### src/rtl/bp_update_scheduler_pkg.sv
// bp_update_scheduler_pkg: resolve packet, scheduler state and default table init value
`ifndef N
`define N 2
`endif
`ifndef XLEN
`define XLEN 32
`endif
`ifndef LOCAL_PREDICTOR_BITS
`define LOCAL_PREDICTOR_BITS 4
`endif
package bp_update_scheduler_pkg;
  typedef struct packed {
    logic              valid;
    logic [`XLEN-1:0]  pc;
    logic              taken;
  } BRANCH_PREDICTION_PACKET;
  typedef enum logic {INIT, RUN} bp_state_e;
  localparam logic [1:0] INIT_VALUE_DEFAULT = 2'd2;
  localparam int PORTS = `N;
endpackage

### src/rtl/bp_resolve_fifo.sv
// bp_resolve_fifo: PORTS-wide compacting enqueue, single dequeue, registered occupancy
module bp_resolve_fifo #(
  parameter int DEPTH = 8,
  parameter int IW    = 4,
  parameter int PORTS = 2,
  parameter int AW    = $clog2(DEPTH)
) (
  input  logic             clock,
  input  logic             reset,
  input  logic             flush,
  input  logic [PORTS-1:0] enq_valid,
  input  logic [IW-1:0]    enq_idx [PORTS],
  input  logic [PORTS-1:0] enq_taken,
  input  logic             deq,
  output logic [IW-1:0]    head_idx,
  output logic             head_taken,
  output logic             empty,
  output logic [AW:0]      count
);
  logic [IW:0] r_mem [DEPTH];
  logic [AW:0] r_wr, r_rd, w_num;
  logic [AW:0] w_slot [PORTS];
  // each valid port lands right after the valid ports below it, so no holes
  always_comb begin
    w_num = '0;
    for (int p = 0; p < PORTS; p++) begin
      w_slot[p] = r_wr + w_num;
      w_num = w_num + (AW+1)'(enq_valid[p]);
    end
  end
  always_ff @(posedge clock)
    for (int p = 0; p < PORTS; p++)
      if (enq_valid[p]) r_mem[w_slot[p][AW-1:0]] <= {enq_idx[p], enq_taken[p]};
  always_ff @(posedge clock)
    if (reset || flush) begin
      r_wr  <= '0;
      r_rd  <= '0;
      count <= '0;
    end else begin
      r_wr  <= r_wr + w_num;
      r_rd  <= r_rd + (AW+1)'(deq);
      count <= count + w_num - (AW+1)'(deq);
    end
  assign empty = r_wr == r_rd;
  assign {head_idx, head_taken} = r_mem[r_rd[AW-1:0]];
endmodule

### src/rtl/bp_update_scheduler.sv
// bp_update_scheduler: init sweep then queued saturating-counter updates of the predictor table.
// BP_UPDATE_BYPASS_EN: write the lowest-port resolve straight through when the queue is empty.
module bp_update_scheduler
  import bp_update_scheduler_pkg::*;
#(
  parameter int         TABLE_BITS = `LOCAL_PREDICTOR_BITS,
  parameter int         FIFO_DEPTH = 8,
  parameter logic [1:0] INIT_VALUE = INIT_VALUE_DEFAULT
) (
  input  logic                    clock,
  input  logic                    reset,
  input  logic                    init_req,
  input  BRANCH_PREDICTION_PACKET branch_prediction_resolves [PORTS],
  output logic                    resolve_ready,
  output logic                    tbl_wr_en,
  output logic                    tbl_wr_init,
  output logic [TABLE_BITS-1:0]   tbl_wr_idx,
  output logic                    tbl_wr_taken,
  output logic [1:0]              tbl_wr_value,
  output logic                    init_busy,
  output logic                    overflow
);
  localparam int AW = $clog2(FIFO_DEPTH);
  bp_state_e             r_state;
  logic [TABLE_BITS-1:0] r_sweep;
  logic                  r_overflow;
  logic [PORTS-1:0]      w_valid, w_taken, w_enq;
  logic [TABLE_BITS-1:0] w_idx [PORTS];
  logic [TABLE_BITS-1:0] w_head_idx, w_byp_idx;
  logic [AW:0]           w_count;
  logic w_empty, w_run, w_accept, w_deq, w_byp, w_head_taken, w_byp_taken, w_unused_pc;
  always_comb begin
    w_unused_pc = 1'b0;
    for (int p = 0; p < PORTS; p++) begin
      w_valid[p]  = branch_prediction_resolves[p].valid;
      w_taken[p]  = branch_prediction_resolves[p].taken;
      w_idx[p]    = branch_prediction_resolves[p].pc[TABLE_BITS+1:2];
      w_unused_pc = w_unused_pc ^ (^branch_prediction_resolves[p].pc);
    end
  end
  assign w_run = r_state == RUN;
  assign resolve_ready = w_run && (((AW+1)'(FIFO_DEPTH) - w_count) >= (AW+1)'(PORTS));
  assign w_accept = resolve_ready && !init_req;
`ifdef BP_UPDATE_BYPASS_EN
  always_comb begin
    w_byp = w_accept && w_empty && |w_valid;
    w_byp_idx = '0;
    w_byp_taken = 1'b0;
    for (int p = PORTS-1; p >= 0; p--)
      if (w_valid[p]) begin
        w_byp_idx = w_idx[p];
        w_byp_taken = w_taken[p];
      end
    w_enq = !w_accept ? '0 : w_byp ? (w_valid & (w_valid - PORTS'(1))) : w_valid;
  end
`else
  always_comb begin
    w_byp = 1'b0;
    w_byp_idx = '0;
    w_byp_taken = 1'b0;
    w_enq = w_accept ? w_valid : '0;
  end
`endif
  // an init request pre-empts the head so nothing non-init is written once a flush is asked for
  assign w_deq = w_run && !init_req && !w_empty;
  always_comb begin
    init_busy    = !w_run;
    tbl_wr_init  = !w_run;
    tbl_wr_en    = !w_run || w_byp || w_deq;
    tbl_wr_idx   = !w_run ? r_sweep : w_byp ? w_byp_idx : w_head_idx;
    tbl_wr_taken = w_byp ? w_byp_taken : w_head_taken;
    tbl_wr_value = INIT_VALUE;
    overflow     = r_overflow;
  end
  always_ff @(posedge clock)
    if (reset) begin
      r_state    <= INIT;
      r_sweep    <= '0;
      r_overflow <= 1'b0;
    end else begin
      if (|w_valid && !resolve_ready) r_overflow <= 1'b1;
      if (init_req) begin
        r_state <= INIT;
        r_sweep <= '0;
      end else if (!w_run) begin
        r_sweep <= r_sweep + TABLE_BITS'(1);
        r_state <= &r_sweep ? RUN : INIT;
      end
    end
  bp_resolve_fifo #(.DEPTH(FIFO_DEPTH), .IW(TABLE_BITS), .PORTS(PORTS)) u_fifo (
    .clock      (clock),
    .reset      (reset),
    .flush      (init_req),
    .enq_valid  (w_enq),
    .enq_idx    (w_idx),
    .enq_taken  (w_taken),
    .deq        (w_deq),
    .head_idx   (w_head_idx),
    .head_taken (w_head_taken),
    .empty      (w_empty),
    .count      (w_count)
  );
endmodule

### config.mk
export PLATFORM = sky130hd
export DESIGN_NAME = bp_update_scheduler
export DESIGN_NICKNAME = d
export VERILOG_FILES = /design/src/rtl/bp_update_scheduler_pkg.sv /design/src/rtl/bp_resolve_fifo.sv /design/src/rtl/bp_update_scheduler.sv
export SDC_FILE = /design/constraint.sdc
export NUM_CORES = 1
export LEC_CHECK = 0
export BUFFER_PORTS_ARGS = -buffer_cell sky130_fd_sc_hd__buf_2
export CAP_MARGIN = 15
export CORE_MARGIN = 3
export CORE_UTILIZATION = 25
export CTS_CLUSTER_SIZE = 25
export DETAILED_ROUTE_END_ITERATION = 16
export PLACE_DENSITY = 0.46
export RECOVER_POWER = 100
export SLEW_MARGIN = 25
export SYNTH_ARGS = -nofsm -noshare
export SYNTH_HDL_FRONTEND = slang
export SYNTH_SLANG_ARGS = --single-unit
### constraint.sdc
create_clock -name clock -period 4.1 [get_ports clock]
set_input_delay 0.82 -clock clock [delete_from_list [all_inputs] [get_ports clock]]
set_output_delay 0.82 -clock clock [all_outputs]
set_load 0.02 [all_outputs]
# [Word level (Yosys, flattened, before mapping)]
# Memory sizes are Yosys's and may differ from the RTL's. A register that Yosys moved wholly into a read port is not among the register bits.
# Index checks and enable logic that the tools add are counted.
[op_classes] n_lt_le_gt_ge=1 n_eq_ne=1 muxes=9 n_addsub=8 n_reduce_logical=14
[op_table] operator="two-way mux 1 bit" count=6
[op_table] operator="logical AND 1 bit" count=5
[op_table] operator="adder 4 x 1 -> 4 bit" count=1
[op_table] operator="adder 4 x 1 -> 4 bit, second input constant" count=1
[op_table] operator="adder 4 x 2 -> 4 bit" count=1
[op_table] operator="adder 4 bit" count=1
[op_table] operator="equality test 4 bit" count=1
[op_table] operator="greater-or-equal comparator 4 x 2 -> 1 bit, second input constant" count=1
[op_table] operator="logical NOT 1 bit" count=4
[op_table] operator="two-way mux 4 bit" count=1
[op_table] operator="AND reduction 4 bit" count=1
[op_table] operator="OR reduction 2 bit" count=2
[op_table] operator="subtractor 4 x 1 -> 4 bit" count=1
[op_table] operator="subtractor 4 bit, first input constant" count=1
[op_table] operator="adder 3 x 1 -> 3 bit" count=1
[op_table] operator="two-way mux 3 bit" count=1
[op_table] operator="adder 1 x 1 -> 2 bit" count=1
[op_table] operator="logical OR 1 bit" count=2
[op_table] operator="two-way mux 2 bit" count=1
[word_totals] in_bits=71 regBits=18 memories=1 ram_bits=40 word_cells=40
[mem_list] memory="u_fifo.r_mem" words=8 word_bits=5 read_ports=1 rd_ports_with_merged_regs=1 write_ports=2 line="bp_resolve_fifo.sv:20" text="logic [IW:0] r_mem [DEPTH];"

# [Depth between registers and ports, before layout]
# Gate-level depths: netlist (run 1).
[depth] depth_word=8 mapped_depth=16

# [By module]
# A second synthesis (run 1) with hierarchy kept.
[hier_totals] cells_unflattened=244 hier_area_um2=3246.9
[by_module_without_submodules] module="bp_resolve_fifo" area_per_inst_um2=2825.2 instances=1 cells_per_inst=196
[by_module_without_submodules] module="bp_update_scheduler" area_per_inst_um2=421.7 instances=1 cells_per_inst=48

# [Worst setup path before layout (run 1)]
# Ideal clock, no wire load.
[synth_path] kind="register to register" startpoint="reg u_fifo.count[0]" endpoint="mem u_fifo.r_mem[4][0] (netlist name), data pin" synth_period_minus_slack_ns=3.092 setup_ns=0.262 setup_slack_ns=1.008 path_buffers=1 path_stages_with_launch=13 arrival_time_ns=2.830 cell_sequence="dfxtp_1 inv_1 ha_1 a211oi_1 nand4_2 buf_12 nand3_2 inv_1 ha_1 ha_1 nor3_1 nand3_4 mux2_1"
[synth_rtl] item="from (decl)" line="bp_resolve_fifo.sv:18" text="output logic [AW:0] count"
[synth_rtl] item="from (signal assigned)" line="bp_resolve_fifo.sv:42" text="count <= count + w_num - (AW+1)'(deq);"
[synth_rtl] item="to (decl)" line="bp_resolve_fifo.sv:20"

# [Worst setup path in the final report (run 1)]
[layout_path] startpoint="reg u_fifo.count[2]" endpoint="reg u_fifo.count[3]"
[layout_via] elab_chain_cells=8
[layout_rtl] item="subtractor 4 bit" line="bp_update_scheduler.sv:42" text="assign resolve_ready = w_run && (((AW+1)'(FIFO_DEPTH) - w_count) >= (AW+1)'(PORTS));"
[layout_rtl] item="greater-or-equal comparator 4 x 2 -> 1 bit" line="bp_update_scheduler.sv:42"
[layout_rtl] item="logical AND 1 bit" line="bp_update_scheduler.sv:42"
[layout_rtl] item="logical AND 1 bit" line="bp_update_scheduler.sv:43" text="assign w_accept = resolve_ready && !init_req;"
[layout_rtl] item="two-way mux 2 bit" line="bp_update_scheduler.sv:61" text="w_enq = w_accept ? w_valid : '0;"
[layout_rtl] item="adder 1 x 1 -> 2 bit" line="bp_resolve_fifo.sv:28" text="w_num = w_num + (AW+1)'(enq_valid[p]);"
[layout_rtl] item="adder 4 bit (*)" line="bp_resolve_fifo.sv:42"
[layout_rtl] item="subtractor 4 x 1 -> 4 bit (*)" line="bp_resolve_fifo.sv:42"
# Mark *: on every way between the ends. The rest lies on a longest branch, timed or not.
# A chain may end at the register's enable or synchronous reset.

==> metrics.yaml, run 1 <==
fill_cells: 1306
clock_latency_ps: 320
grtUsageTotal_pct: 10.5
layout-area-overhead-vs-synth_pct: 15.6
final_core_util_pct: 30.0
cp-startpoint: "u_fifo.count[2]"
synth_area_sq_mm: 0.00335
multiInputGateArea_sq_mm: 0.00163
crit_type: "flop to flop"
dr.pass1.iters: 4
synth-edff-count: 40
report.final.slew_viol_count: 0
setup_violations: 0
crit_chain: "or4_1 > nand4_1 > clkbuf_1 > nor2b_1 > ha_1 > inv_1 > ha_1 > inv_1 > ha_1 > a21o_1 > a21oi_1 > xnor2_1 > nor2_1"
peakVddDrop_mv: 0.152
gp_congestion: 0.726
end_kind: "flop"
fp.dieH_um: 122
slew_headroom_pct: 32.2
worstHoldStart: "overflow"
hold_path.class: "flop to flop"
maxCapViolations: 0
wl_per_cell_um: 15.5
wirelength_um: 6990
critPathMaxFanout: 11
fin_crit_sh_pct: 86.6
tns_ps: 0
seqPwrFrac_pct: 45.2
p_leak_nw: 1.35
rows: 41
rsz0062_at_grt: "no"
grt_pass1_vias: 2125
ios: 83
clockBufferDepth: 2
gr-total-overflow: 0
required_ps: 4280
nNetsFinal: 365
dieArea_sq_mm: 0.0148
synthDistinctLibCells: 45
cts_root_buf: "clkbuf_16"
yosysSeqAreaShare_pct: 46.7
switching_share_pct: 20.4
synth_top_flop_cell: "edfxtp_1"
powerDensity_mw_per_mm2: 360
die_w_um: 122
antenna_cells: 0
drtAntennaViolNets: 0
power.total_mw: 1.39
outcome: "completed"
clock_skew_ps: 7.26
arrival_ps: 3730
drc: 0
crit_slowest_cell: "clkbuf_1"
grt_first_pass_wirelength_um: 11600
drt_first_iter_violations: 63
postCtsSetupRepairBufs: 0
io_buffers: 24
cts-resized-gates: 0
p_comb_share_pct: 3.2
syn_nets: 339
async_flop_share_pct: 0
yosysWarnings: 0
timing.fmax_mhz: 282
post_drt_via_cell_ratio: 4.37
synth-seq-cells: 58
power.switching_mw: 0.284
htreeDepth: 3
cts_sinks: 58
cts_buffers: 9
min_period_ps: 3550
tightest_slew_ps: 1010
critPathMaxStageDelay_ps: 660
hpwl_um: 5280
hold_slack_ps: 482
path_clk_slew_ps: 50
antenna_found_initial: 0
r2r_start: "u_fifo.count[2]"
start_util_pct: 26.0
cpMostUsedCell: "ha_1"
core-area_sq_mm: 0.0129
synthCells: 250
route.vias.total: 1977
internal_power_mw: 1.11
layout-drive-gt1-share_pct: 20.7
hold_viol: 0
tritoncts: "done"
p_clk_share_pct: 51.6
cts_hold_buf: 0
seq_area_sq_mm: 0.00156
synth.avg_cell_area_sq_um: 13.4
cp-start-kind: "flop"
grt_max_degree: 16
-- registers in the layout, indices dropped and copies added, names as in the netlist --
name and count:
r_sweep 4, u_fifo.r_rd 4, u_fifo.count 4, overflow 1
u_fifo.r_wr 4, r_state 1, u_fifo.r_mem 40
-- routing by layer --
layer / GRT usage [%] / routed length, um / up-vias
met3: 2.55 / 209 / 5
met5: 0 / 0 / -
met1: 13.3 / 3290 / 973
met2: 17.2 / 3400 / 26
li1: - / - / 973
met4: 3.99 / 90 / 0
-- through the flow --
stage / area (sq um) / setup slack (ps) / instances
CTS: 3920 / 639 / 452
global route: 3870 / 257 / 452
floorplan: 3350 / 1010 / 250
global placement: 3630 / 633 / 437
finish: 3870 / 549 / 452
detailed placement: 3630 / 621 / 437
-- cells in the final DEF (no fill, tap or decap), types with 2 or more instances in the layout --
cell / netlist / routed
nor2b_1: 4 / 4
xnor2_1: 4 / 4
clkinvlp_4: 0 / 2
nor3_1: 2 / 2
mux4_2: 10 / 10
and2_1: 5 / 4
nand3_4: 6 / 6
a21oi_1: 7 / 7
edfxtp_1: 40 / 40
dfxtp_1: 18 / 18
o31ai_1: 4 / 4
clkbuf_1: 4 / 13
fa_1: 2 / 2
o21bai_1: 2 / 2
buf_2: 3 / 15
and3_1: 2 / 2
nor3b_1: 0 / 2
xor2_1: 11 / 11
conb_1: 2 / 2
nor2_1: 17 / 17
clkinv_2: 0 / 2
ha_1: 16 / 16
inv_1: 14 / 14
o21ai_0: 2 / 2
nand4_1: 2 / 3
nand2b_1: 3 / 3
a211oi_1: 2 / 2
nand3_1: 2 / 3
mux2_1: 30 / 30
mux2i_1: 5 / 5
clkbuf_16: 0 / 9
mux2_2: 11 / 11
-- critical path: cells and delay by family, from the launching register on --
kind	cells	cell delay, ps
flip-flops	1	360
AO/OA/AOI/OAI	2	350
XOR/XNOR	1	130
AND/OR/NAND/NOR	4	990
buffers and inverters	3	790
adder cells (fa/ha/maj)	3	780
-- synth_stat cells, types with 2 or more instances --
| cell | instances | area, sq um |
|---|---|---|
| nor3b_2 | 2 | 25.0 |
| a211oi_1 | 2 | 15.0 |
| o31ai_1 | 4 | 30.0 |
| xnor2_1 | 4 | 35.0 |
| xor2_1 | 11 | 96.3 |
| o21bai_1 | 2 | 15.0 |
| fa_1 | 2 | 40.0 |
| nand2b_1 | 3 | 18.8 |
| inv_1 | 14 | 52.6 |
| nand4_1 | 2 | 12.5 |
| and2_1 | 5 | 31.3 |
| buf_2 | 3 | 15.0 |
| mux4_2 | 10 | 225 |
| a21oi_1 | 7 | 35.0 |
| ha_1 | 16 | 200 |
| buf_4 | 3 | 22.5 |
| edfxtp_1 | 40 | 1200 |
| clkbuf_1 | 4 | 15.0 |
| nor2b_1 | 4 | 25.0 |
| mux2_1 | 30 | 338 |
| conb_1 | 2 | 7.51 |
| mux2i_1 | 5 | 50.1 |
| nand3_1 | 2 | 10.0 |
| dfxtp_1 | 18 | 360 |
| nor2_1 | 17 | 63.8 |
| and3_1 | 2 | 12.5 |
| o21ai_0 | 2 | 10.0 |
| mux2_2 | 11 | 124 |
| nor3_1 | 2 | 10.0 |
| nand3_4 | 6 | 105 |
-- path summary, 6_finish.rpt --
path	endpoint	slack [ps]	cells past startpoint
max	u_fifo.count[3]	550	13
min	overflow	480	2
max reg2reg	u_fifo.count[3]	550	13
min reg2reg	overflow	480	2
-- cell families (layout without fill, tap and decap cells) --
logic type,after synthesis,after routing,synth area share (%)
AOI/OAI and AO/OA,20,20,3.96
xor gates and xnor gates,17,17,4.90
adders and majority gates,18,18,7.18
buffers and inverters,27,57,4.00
DFF,58,58,46.7
muxes,56,56,22.0
other,2,2,0.224
and+or+nand+nor,52,52,11.1
-- area by class of cell --
class / count / share of cell area, %
inverters: 14 / 1.36
clock inverters: 6 / 1.52
multi-input cells: 165 / 42.2
well taps: 172 / 5.56
clock buffers: 9 / 5.82
flip-flops and latches: 58 / 40.4
repair buffers: 28 / 3.20
-- power by group through the flow --
| stage | registers [mW] | clock network, mW | logic [mW] |
|---|---|---|---|
| floorplan | 0.641 | 0 | 0.0244 |
| global placement | 0.640 | 0 | 0.0449 |
| detailed placement | 0.640 | 0 | 0.0465 |
| CTS | 0.629 | 0.733 | 0.0471 |
| global route | 0.628 | 0.757 | 0.0514 |
| finish | 0.629 | 0.718 | 0.0451 |
No activity file was read; power rests on OpenSTA's default activity.
==> run 2: changes to the inputs <==
--- a/config.mk
+++ b/config.mk
@@ -12,7 +12,7 @@
 export CTS_CLUSTER_SIZE = 25
 export DETAILED_ROUTE_END_ITERATION = 16
 export PLACE_DENSITY = 0.46
-export RECOVER_POWER = 100
+export RECOVER_POWER = 50
 export SLEW_MARGIN = 25
 export SYNTH_ARGS = -nofsm -noshare
 export SYNTH_HDL_FRONTEND = slang
==> metrics.yaml, run 2 (same netlist as run 1, synthesis figures left out) <==
outcome: "completed"  # unchanged
rsz0062_at_grt: "no"  # unchanged
grt_max_degree: 16  # unchanged
dieArea_sq_mm: 0.0148  # unchanged
final_common_cell: "edfxtp_1"  # unchanged
largest_reg_flops: 40  # unchanged
arrival_ps: 3720  # was 3730 ps
fin_crit_sh_pct: 86.4  # was 86.6%
layout-drive-gt1-share_pct: 21.4  # was 20.7%
die_w_um: 122  # unchanged
p_leak_nw: 1.35  # about the same
htreeDepth: 3  # unchanged
use_met2_pct: 17.2  # unchanged
cp-start-kind: "flop"  # unchanged
layout-area-overhead-vs-synth_pct: 15.7  # was 15.6%
drt_first_iter_violations: 72  # was 63
cts-resized-gates: 0  # unchanged
wl_per_cell_um: 15.5  # about the same
nNetsFinal: 365  # unchanged
tns_ps: 0  # unchanged
rows: 41  # unchanged
crit_type: "flop to flop"  # unchanged
required_ps: 4280  # about the same
path_clk_slew_ps: 50  # about the same
clock_skew_ps: 7.99  # was 7.26 ps
tritoncts: "done"  # unchanged
critPathMaxFanout: 11  # unchanged
fill_cells: 1305  # was 1306
drc: 0  # unchanged
busiest_layer: "met2"  # unchanged
hold_viol: 0  # unchanged
start_util_pct: 26.0  # unchanged
fp.dieH_um: 122  # unchanged
final_cell_mix: "40 x edfxtp_1, 30 x mux2_1, 18 x dfxtp_1, 17 x nor2_1"  # was 40 x edfxtp_1, 30 x mux2_1, 18 x dfxtp_1, 17 x nor2_1, 16 x ha_1
route.vias.total: 1991  # was 1977
gr-total-overflow: 0  # unchanged
grtUsageTotal_pct: 10.5  # unchanged
gp_congestion: 0.726  # unchanged
wirelength_um: 6980  # was 6990 um
clock_latency_ps: 320  # about the same
postCtsSetupRepairBufs: 0  # unchanged
hold_path.class: "flop to flop"  # unchanged
io_buffers: 24  # unchanged
dr.pass1.iters: 4  # unchanged
cts_sinks: 58  # unchanged
clockBufferDepth: 2  # unchanged
powerDensity_mw_per_mm2: 359  # was 360 mW/mm^2
peakVddDrop_mv: 0.152  # about the same
report.final.slew_viol_count: 0  # unchanged
ios: 83  # unchanged
post_drt_via_cell_ratio: 4.40  # was 4.37
final_core_util_pct: 30.1  # was 30.0%
tightest_slew_ps: 1000  # was 1010 ps
core-area_sq_mm: 0.0129  # unchanged
drtAntennaViolNets: 0  # unchanged
cts_hold_buf: 0  # unchanged
hold_slack_ps: 482  # about the same
cts_buffers: 9  # unchanged
timing.fmax_mhz: 282  # about the same
grtUsageMet3_pct: 2.55  # unchanged
antenna_cells: 0  # unchanged
setup_violations: 0  # unchanged
cts_root_buf: "clkbuf_16"  # unchanged
min_period_ps: 3540  # was 3550 ps
met1_usage_pct: 13.3  # unchanged
grt_pass1_vias: 2125  # unchanged
min_path_cells: 2  # unchanged
maxCapViolations: 0  # unchanged
hpwl_um: 5280  # unchanged
ff2ff_path_depth: 13  # unchanged
antenna_found_initial: 0  # unchanged
slew_headroom_pct: 32.5  # was 32.2%
end_kind: "flop"  # unchanged
grt_first_pass_wirelength_um: 11600  # unchanged
## run 2: changes by cell type in the layout (fill, tap and decap cells not counted)
cell      before  now
buf_2         15   16
buf_4          0    1
clkbuf_1      13   11
## run 2: layout make-up
cell class / count / area, sq um / share of cell area (%)
Tap cell: 172 / 215 / 5.56
Multi-Input combinational cell: 165 / 1630 / 42.1
Inverter: 14 / 52.6 / 1.36
Clock inverter: 6 / 58.8 / 1.52
Timing Repair Buffer: 28 / 129 / 3.33
Clock buffer: 9 / 225 / 5.82
Sequential cell: 58 / 1560 / 40.3
## run 2: where the power goes
| part | internal [mW] | leakage, nW | switching [mW] | total [mW] |
|---|---|---|---|---|
| logic | 0.0190 | 0.715 | 0.0260 | 0.0450 |
| registers | 0.627 | 0.505 | 0.00165 | 0.629 |
| clock network | 0.461 | 0.135 | 0.256 | 0.718 |
| total | 1.11 | 1.35 | 0.284 | 1.39 |
## run 2: per-stage QoR
stage / worst slack, ps / power, mW / cell area (sq um) / cells
6_report: 560 / 1.39 / 3870 / 452
5_1_grt: 294 / 1.44 / 3870 / 452
4_1_cts: 639 / 1.41 / 3920 / 452
3_5_place_dp: 621 / 0.687 / 3630 / 437
3_3_place_gp: 633 / 0.685 / 3630 / 437
2_1_floorplan: 1010 / 0.665 / 3350 / 250
## run 2: final timing paths
check,slack [ps],startpoint,endpoint
worst max-delay path,560,u_fifo.count[2],u_fifo.count[3]
worst min-delay path,480,overflow,overflow
worst max register to register,560,u_fifo.count[2],u_fifo.count[3]
worst min register to register,480,overflow,overflow
## run 2: worst max-delay path, cell delays in order (launching register included)
cell	delay, ps
dfxtp_1	360
or4_1	540
nand4_1	170
clkbuf_1	660
nor2b_1	220
ha_1	180
inv_1	80
ha_1	320
inv_1	50
ha_1	280
a21o_1	180
a21oi_1	170
xnor2_1	130
nor2_1	50
## run 2: per-layer routing
| layer | vias up | share of wire [%] |
|---|---|---|
| li1 | 975 | - |
| met1 | 987 | 47 |
| met2 | 24 | 49 |
| met3 | 5 | 2.9 |
| met4 | 0 | 1.3 |
| met5 | - | 0 |
==> run 3: changes to the inputs <==
--- a/config.mk
+++ b/config.mk
@@ -11,7 +11,7 @@
 export CORE_UTILIZATION = 25
 export CTS_CLUSTER_SIZE = 25
 export DETAILED_ROUTE_END_ITERATION = 16
-export PLACE_DENSITY = 0.46
+export PLACE_DENSITY = 0.47
 export RECOVER_POWER = 50
 export SLEW_MARGIN = 25
 export SYNTH_ARGS = -nofsm -noshare
==> constraint.sdc (replaced) <==
create_clock -name clock -period 2.89 [get_ports clock]
set_input_delay 0.578 -clock clock [delete_from_list [all_inputs] [get_ports clock]]
set_output_delay 0.578 -clock clock [all_outputs]
set_load 0.02 [all_outputs]
==> metrics.yaml, run 3 (same netlist as run 1, synthesis figures left out) <==
outcome: "completed"  # unchanged
rows: 41  # unchanged
ios: 83  # unchanged
arrival_ps: 2830  # was 3720 ps
drtAntennaViolNets: 0  # unchanged
start_util_pct: 26.0  # unchanged
end_kind: "flop"  # unchanged
fin_crit_sh_pct: 95.5  # was 86.4%
final_cell_mix: "40 x edfxtp_1, 26 x mux2_1, 23 x buf_4, 17 x nor2_1"  # was 40 x edfxtp_1, 30 x mux2_1, 18 x dfxtp_1, 17 x nor2_1
power.total_mw: 2.11  # was 1.39 mW
maxCapViolations: 0  # unchanged
clock_latency_ps: 330  # was 320 ps
rsz0062_at_grt: "no"  # unchanged
layout-drive-gt1-share_pct: 40.2  # was 21.4%
hold_path.class: "input port to flop"  # was flop to flop
tightest_slew_ps: 783  # was 1000 ps
slew_headroom_pct: 47.3  # was 32.5%
setup_violations: 0  # unchanged
cts_hold_buf: 0  # unchanged
hold_viol: 0  # unchanged
final_common_cell: "edfxtp_1"  # unchanged
gr-total-overflow: 0  # unchanged
grt_pass1_vias: 2173  # was 2125
wl_per_cell_um: 14.6  # was 15.5 um
drc: 0  # unchanged
largest_reg_flops: 40  # unchanged
cts_sinks: 58  # unchanged
powerDensity_mw_per_mm2: 489  # was 359 mW/mm^2
min_period_ps: 2760  # was 3540 ps
route.vias.total: 2064  # was 1991
io_buffers: 24  # unchanged
cp-start-kind: "flop"  # unchanged
nNetsFinal: 390  # was 365
hold_slack_ps: 442  # was 482 ps
grt_first_pass_wirelength_um: 11500  # was 11600 um
grtUsageTotal_pct: 10.1  # was 10.5%
peakVddDrop_mv: 0.244  # was 0.152 mV
tns_ps: 0  # unchanged
clock_skew_ps: 8.09  # was 7.99 ps
post_drt_via_cell_ratio: 4.32  # was 4.40
critPathMaxFanout: 5  # was 11
p_leak_nw: 1.54  # was 1.35 nW
crit_type: "flop to flop"  # unchanged
antenna_cells: 0  # unchanged
required_ps: 2960  # was 4280 ps
fill_cells: 1274  # was 1305
path_clk_slew_ps: 50  # about the same
dp.cells: 461  # was 437
dieArea_sq_mm: 0.0148  # unchanged
instances_no_fill: 478  # was 452
wirelength_um: 7000  # was 6980 um
gp_congestion: 0.733  # was 0.726
layout-area-overhead-vs-synth_pct: 28.7  # was 15.7%
dr.pass1.iters: 4  # unchanged
report.final.slew_viol_count: 0  # unchanged
cts_root_buf: "clkbuf_16"  # unchanged
final_core_util_pct: 33.5  # was 30.1%
core-area_sq_mm: 0.0129  # unchanged
die_w_um: 122  # unchanged
hpwl_um: 5320  # was 5280 um
grt_max_degree: 16  # unchanged
timing.fmax_mhz: 363  # was 282 MHz
cts_buffers: 9  # unchanged
drt_first_iter_violations: 86  # was 72
fp.dieH_um: 122  # unchanged
clockBufferDepth: 2  # unchanged
antenna_found_initial: 0  # unchanged
tritoncts: "done"  # unchanged
htreeDepth: 3  # unchanged
run 3: cell count changes in the layout (fill, tap and decap cells not counted), moves of 4 or more:
cell,before,now
buf_4,1,23
ha_1,16,10
clkbuf_1,11,6
clkbuf_2,0,5
ha_4,0,5
mux2_1,30,26
mux2_4,0,4
run 3: cell type report:
type                    instances  area, sq um  area share [%]
clock buffers                   9          225            5.23
clock inverters                 7          101            2.35
inverters                      14         52.6            1.22
multi-input cells             165         1820            42.1
flip-flops and latches         58         1560            36.3
well taps                     172          215            5.00
repair buffers                 53          334            7.75
run 3: what timing repair did:
item,CTS,global route
pin swaps,2,8
endpoints found under the hold margin,0,0
setup endpoints to repair,31,52
buffers inserted,0,1
gates resized for setup,5,21
run 3: metal layers:
layer | vias up | share of wire [%] | global-route usage, %
met2 | 23 | 49 | 16.1
li1 | 1028 | - | -
met4 | 0 | 1.3 | 3.78
met5 | - | 0 | 0
met3 | 7 | 2.5 | 3.02
met1 | 1006 | 47 | 13.1
run 3: stage by stage:
stage	instance area (sq um)	setup slack, ps
after CTS	4230	-7.24
after floorplan	3420	22.0
after detailed placement	3890	-47.8
final	4310	131
after global routing	4310	14.2
after global placement	3880	0.0573
run 3: final timing paths:
path              cells after the start                 end  slack [ps]             from
hold / removal                        2            overflow         440            reset
setup reg to reg                     12  u_fifo.r_mem[3][4]         130  u_fifo.count[1]
hold reg to reg                       2            overflow         470         overflow
setup / recovery                     12  u_fifo.r_mem[3][4]         130  u_fifo.count[1]
run 3: worst max-delay path, stage by stage (launching register included):
cell      delay, ps
dfxtp_2         330
inv_1           100
ha_4            200
a211oi_2        260
nand4_4         160
nand3_4          90
inv_2            60
ha_4            170
ha_4            260
and4_4          220
and3_4          190
buf_6           120
mux2_2          330
run 3: report_power, final:
| part | total, mW | switching, mW | internal [mW] |
|---|---|---|---|
| clock network | 1.15 | 0.388 | 0.759 |
| logic | 0.0674 | 0.0379 | 0.0295 |
| registers | 0.891 | 0.00241 | 0.889 |
| total | 2.11 | 0.428 | 1.68 |
